File: config.mk
export PLATFORM = sky130hd
export DESIGN_NAME = bcd_multiplier
export DESIGN_NICKNAME = d
export VERILOG_FILES = /design/src/rtl/bcd_pkg.sv /design/src/rtl/bin7_to_bcd.sv /design/src/rtl/bcd_multiplier.sv
export SDC_FILE = /design/constraint.sdc
export NUM_CORES = 1
export LEC_CHECK = 0
export ABC_AREA = 1
export CAP_MARGIN = 20
export CORE_MARGIN = 2
export CORE_UTILIZATION = 59
export DETAILED_ROUTE_END_ITERATION = 8
export GPL_ROUTABILITY_DRIVEN = 0
export PLACE_DENSITY_LB_ADDON = 0.08
export REMOVE_ABC_BUFFERS = 1
export SYNTH_ARGS = -nofsm -noshare
export SYNTH_HDL_FRONTEND = slang
export SYNTH_SLANG_ARGS = --single-unit
File: constraint.sdc
create_clock -name clk -period 1.1 [get_ports clk]
set_input_delay 0.22 -clock clk [delete_from_list [all_inputs] [get_ports clk]]
set_output_delay 0.22 -clock clk [all_outputs]
set_load 0.1 [all_outputs]
File: src/rtl/bcd_pkg.sv
// Shared BCD constants and types for the BCD digit multiplier.
package bcd_pkg;

    typedef logic [3:0] bcd_digit_t;

    localparam bcd_digit_t BCD_MAX        = 4'd9;
    localparam bcd_digit_t BCD_ERR_NIBBLE = 4'hF;

    function automatic logic bcd_is_invalid(input bcd_digit_t digit);
        return digit > BCD_MAX;
    endfunction

endpackage

File: src/rtl/bin7_to_bcd.sv
// Combinational 7-bit binary to two BCD digits using shift-add-3 (double dabble).
module bin7_to_bcd
    import bcd_pkg::*;
(
    input  logic [6:0]  i_bin,
    output bcd_digit_t  o_tens,
    output bcd_digit_t  o_units
);

    // Working register {tens, units, binary}; the hundreds digit (inputs 100..127)
    // is shifted out of the top, leaving tens/units as the value modulo 100.
    logic [14:0] w_work;

    always_comb begin
        w_work = {8'd0, i_bin};
        for (int i = 0; i < 7; i++) begin
            if (w_work[10:7] >= 4'd5) begin
                w_work[10:7] = w_work[10:7] + 4'd3;
            end
            if (w_work[14:11] >= 4'd5) begin
                w_work[14:11] = w_work[14:11] + 4'd3;
            end
            w_work = {w_work[13:0], 1'b0};
        end
    end

    assign o_tens  = w_work[14:11];
    assign o_units = w_work[10:7];

endmodule

File: src/rtl/bcd_multiplier.sv
// Single-digit BCD multiplier: one registered two-digit BCD result per accepted pair,
// with 4'hF marking the nibble of each out-of-range operand.
module bcd_multiplier
    import bcd_pkg::*;
(
    input  logic        clk,
    input  logic        rst,
    input  logic        in_valid,
    input  logic [3:0]  num1,
    input  logic [3:0]  num2,
    output logic        out_valid,
    output logic [7:0]  res,
    output logic        err
);

    logic        w_num1_bad;
    logic        w_num2_bad;
    bcd_digit_t  w_op1;
    bcd_digit_t  w_op2;
    logic [6:0]  w_product;
    bcd_digit_t  w_tens;
    bcd_digit_t  w_units;
    logic [7:0]  w_res;

    logic        r_out_valid;
    logic [7:0]  r_res;
    logic        r_err;

    assign w_num1_bad = bcd_is_invalid(num1);
    assign w_num2_bad = bcd_is_invalid(num2);

    // Invalid operands are zeroed so the 7-bit product never exceeds 81.
    assign w_op1     = w_num1_bad ? 4'd0 : num1;
    assign w_op2     = w_num2_bad ? 4'd0 : num2;
    assign w_product = {3'd0, w_op1} * {3'd0, w_op2};

    bin7_to_bcd u_bin7_to_bcd (
        .i_bin   (w_product),
        .o_tens  (w_tens),
        .o_units (w_units)
    );

    always_comb begin
        w_res = {w_tens, w_units};
        if (w_num1_bad && w_num2_bad) begin
            w_res = {BCD_ERR_NIBBLE, BCD_ERR_NIBBLE};
        end else if (w_num1_bad) begin
            w_res = {BCD_ERR_NIBBLE, 4'h0};
        end else if (w_num2_bad) begin
            w_res = {4'h0, BCD_ERR_NIBBLE};
        end
    end

    always_ff @(posedge clk or posedge rst) begin
        if (rst) begin
            r_out_valid <= 1'b0;
            r_res       <= 8'h00;
            r_err       <= 1'b0;
        end else begin
            r_out_valid <= in_valid;
            if (in_valid) begin
                r_res <= w_res;
                r_err <= w_num1_bad | w_num2_bad;
            end
        end
    end

    assign out_valid = r_out_valid;
    assign res       = r_res;
    assign err       = r_err;

endmodule

==> run_results.csv, run 1 <==
group,metric,value,unit
yosys,synth_commonest_cells,"nand2_1 (45), inv_1 (32), nor2_1 (23), ha_1 (17), nand3_1 (17)",
yosys,yosysWarnings,0,
clocking,ctsHoldBuffers,0,
clocking,cts_buffer_depth,2,
clocking,cts_htree_levels,1,
floorplan,pin_count,21,
placement,hpwlAfterDp,4330,um
yosys,yosys.area.top_type,"dfrtp_1",
yosys,synthTopCellsByArea,"dfrtp_1 (18%), ha_1 (15%), nand2_1 (12%)",
yosys,ys_types,24,
yosys,synthDominantCellAreaShare,17.8,%
floorplan,start_util,62.9,%
yosys,avgSynthCellArea,7.02,um^2
run_status,status,"aborted with a tool error",
run_status,stop_stage,"clock tree synthesis",
floorplan,fp.dieW,52.8,um
clocking,cts-root-buf,"clkbuf_4",
yosys,synth_edf_count,0,
yosys,yosys_most_used_dff,"dfrtp_1",
clocking,cts_resized,104,
floorplan,rows,17,
placement,dp_worst_setup_slack,-4.90,ns
floorplan,fp.dieH,52.8,um
yosys,ys_seq_area_share,17.8,%
yosys,yosysMostFrequentCell,"nand2_1",
run_status,error,"[ERROR DPL-0038] Utilization greater than 100%, impossible to legalize",
yosys,synth_area,1400,um^2
placement,port_buffers,20,
yosys,async_reset_ff_share,100,%
yosys,ys_ff_latch,10,
clocking,cts_setup_buffers,31,
clocking,cts_buffers,3,
clocking,cts_sinks,10,
yosys,postSynthCellCount,200,
-- cells by family after synthesis --
family          Yosys count  synth area share [%]
compound gates           20                  9.09
xor+xnor                  2                  2.32
fa+ha+maj                21                  20.9
buf+inv                  36                  9.63
flops                    10                  17.8
simple gates            111                  40.3
-- metrics by stage --
step                      hold slack [ns]  std cells  area (um^2)
after floorplan                    0.0602        200         1400
after global placement              0.501        297         2110
after detailed placement            0.526        297         2110
==> inputs of run 2 (changes only) <==
Settings changed: CORE_AREA from default to 2 2 63 65, CORE_MARGIN 2 to default, CORE_UTILIZATION 59 to default, DIE_AREA from default to 0 0 65 67, PLACE_DENSITY_LB_ADDON 0.08 to 0.15.
==> run_results.csv, run 2 <==
group,metric,value,unit
run_status,status,"complete, but fails checks",
run_status,violations,"negative setup slack",
final_layout,largest_register_ffs,8,
yosys,synth_xor_area_share,2.32,%
yosys,yosysWarnings,0,
final_layout,drive_gt1_share,58.1,%
clocking,ctsHoldBuffers,0,
global_routing,antenna_found_initial,0,
routing,num_vias,1554,
routing,ant_nets,0,
worst_hold_path,hp-class,"primary input to async pin",
timing,worst_slew_pin_slew,0.383,ns
routing,first_iter_violations,31,
yosys,synth_area,1400,um^2
yosys,synth_top_family_by_area,"simple AND/OR/NAND/NOR gates",
worst_setup_path,worst_r2r_endpoint,"err$_DFFE_PP0P_",
yosys,synthMuxAreaShare,0,%
final_layout,postLayoutCoreUtil,70.9,%
global_routing,grt_pass1_vias,1638,
worst_setup_path,endpoint,"res[6]$_DFFE_PP0P_",
yosys,yosysMostFrequentCell,"nand2_1",
yosys,synthDominantCellAreaShare,17.8,%
yosys,ys_types,24,
placement,hpwlAfterDp,2670,um
worst_setup_path,path_class,"primary input to flop",
yosys,synth-adder-area-share,20.9,%
timing,skew,0,ns
timing,hold_violations,0,
timing,rsz0062_at_grt,"true",
global_routing,grt_max_degree,11,
worst_setup_path,max_stage_delay,0.52,ns
floorplan,fp.dieH,67,um
clocking,cts_sinks,10,
yosys,synth_compound_area_share,9.09,%
clocking,cts_htree_levels,1,
routing,wl_per_cell,11.1,um
placement,port_buffers,20,
worst_setup_path,crit_top_cell,"inv_2",
worst_setup_path,cp-end-kind,"flop",
yosys,avgSynthCellArea,7.02,um^2
timing,final-max-slew-violation-count,0,
power_and_ir_drop,powerDensity,1020,nW/um^2
timing,hold_slack,0.264,ns
timing,slew-limit-headroom,74.5,%
final_layout,final_common_cell,"buf_4",
timing,report.final.setup_viol,7,
timing,fin_crit_sh,430,%
final_layout,antenna_cells,0,
clocking,cts_tree,"built",
floorplan,start_util,38.9,%
floorplan,dieArea,4360,um^2
yosys,synth_edf_count,0,
routing,via_per_inst,4.61,
yosys,synth_simple_gate_area_share,40.3,%
global_routing,grt.overflow.total,0,
yosys,ys_seq_area_share,17.8,%
placement,placed_cells,318,
worst_setup_path,required,1.22,ns
clocking,clock_latency,0.24,ns
worst_setup_path,crit_path_max_fanout,4,
final_layout,layout_common_cells,"buf_4 (63), nand2_1 (30), inv_1 (24), nand2_2 (20), nor2_1 (20)",
yosys,postSynthCellCount,200,
floorplan,fp.dieW,65,um
yosys,synthTopCellsByArea,"dfrtp_1 (18%), ha_1 (15%), nand2_1 (12%)",
clocking,cts-root-buf,"clkbuf_8",
worst_setup_path,critPathArrivalTime,4.84,ns
yosys,synth_commonest_cells,"nand2_1 (45), inv_1 (32), nor2_1 (23), ha_1 (17), nand3_1 (17)",
floorplan,pin_count,21,
yosys,async_reset_ff_share,100,%
timing,worst_slack,-3.62,ns
floorplan,rows,22,
routing,firstDrtPassIters,4,
yosys,yosys.area.top_type,"dfrtp_1",
global_routing,track_usage,18.4,%
floorplan,core_area,3610,um^2
worst_setup_path,startpoint_type,"primary input",
global_routing,grt_pass1_wl,6440,um
timing,period_needed,4.72,ns
yosys,ys_ff_latch,10,
worst_setup_path,crit_start,"num2[1]",
final_layout,fin_nets,322,
final_layout,layoutNonFillerInstCount,337,
job,drv_cap,0,
worst_setup_path,crit_slowest_cell,"fa_1",
clocking,cts_buffers,3,
power_and_ir_drop,leakage,1.34,nW
final_layout,area_delta_synth_final,82.0,%
clocking,cts_buffer_depth,2,
power_and_ir_drop,ir_worst_vdd,0.697,mV
yosys,yosys_most_used_dff,"dfrtp_1",
routing,remaining_drc_errors,0,
placement,dp_worst_setup_slack,-4.55,ns
routing,routed_wl,3740,um
timing,fmax,212,MHz
clocking,clk_pin_slew,0.05,ns
worst_setup_path,r2r_slack,0.39,ns
worst_setup_path,reg2reg_depth,2,
worst_setup_path,reg2reg_from,"err$_DFFE_PP0P_",
-- run 2: cell counts after synthesis --
No cell type changed its count.
-- run 2: area by class of cell --
type,count,area [um^2]
clock buffer,4,55.1
fill,270,1050
inverter,36,140
multi-input combinational,154,1260
sequential,10,250
tap,48,60.1
timing repair buffer,85,792
-- run 2: worst max-delay path, delay by kind of cell --
kind / cells / cell delay (ns)
xor+xnor: 1 / 0.17
compound gates: 5 / 0.36
simple gates: 19 / 1.69
buf+inv: 7 / 0.42
fa+ha+maj: 6 / 1.99
-- run 2: layer usage --
layer  vias up  track usage, %  routed length [um]
li1        813               -                   -
met1       723            20.6                1630
met2        16            37.6                2020
met3         2            2.53                  71
met4         0            1.60                  17
met5         -               0                   0
-- run 2: worst min path at each step --
stage | slack, ns | to | startpoint | cells past startpoint
floorplan | 0.06 | err$_DFFE_PP0P_ | rst | 1
finish | 0.26 | err$_DFFE_PP0P_ | rst | 2
CTS | 0.27 | err$_DFFE_PP0P_ | rst | 2
global route | 0.28 | res[0]$_DFFE_PP0P_ | rst | 2
global placement | 0.52 | res[1]$_DFFE_PP0P_ | rst | 2
detailed placement | 0.53 | res[1]$_DFFE_PP0P_ | rst | 2
-- run 2: logic make-up (layout without fill, tap and decap cells) --
kind of cell,Yosys count,after routing
AO/OA/AOI/OAI,20,20
XOR/XNOR,2,2
adder cells (fa/ha/maj),21,21
buffers and inverters,36,125
flip-flops,10,10
AND/OR/NAND/NOR,111,111
-- run 2: power by group --
group,leakage [nW],internal [mW],switching (mW)
sequential,0.117,0.420,0.0561
clock,0.0288,0.316,0.156
combinational,1.20,0.704,0.943
total,1.34,1.44,1.16
-- run 2: stage by stage --
step	power [mW]	instance area, um^2	TNS, ns
2_1_floorplan	1.32	1400	-28.75
3_3_place_gp	1.88	2140	-31.29
3_5_place_dp	1.89	2140	-31.73
4_1_cts	2.46	2380	-24.20
5_1_grt	2.75	2550	-26.77
6_report	2.59	2550	-24.95
-- run 2: repair_timing --
action                                  CTS  global route
gates resized for setup                  63            36
pin swaps                                33            30
buffers inserted                         13             3
endpoints found under the setup margin    9             9
(Power assumes the default switching activity.)
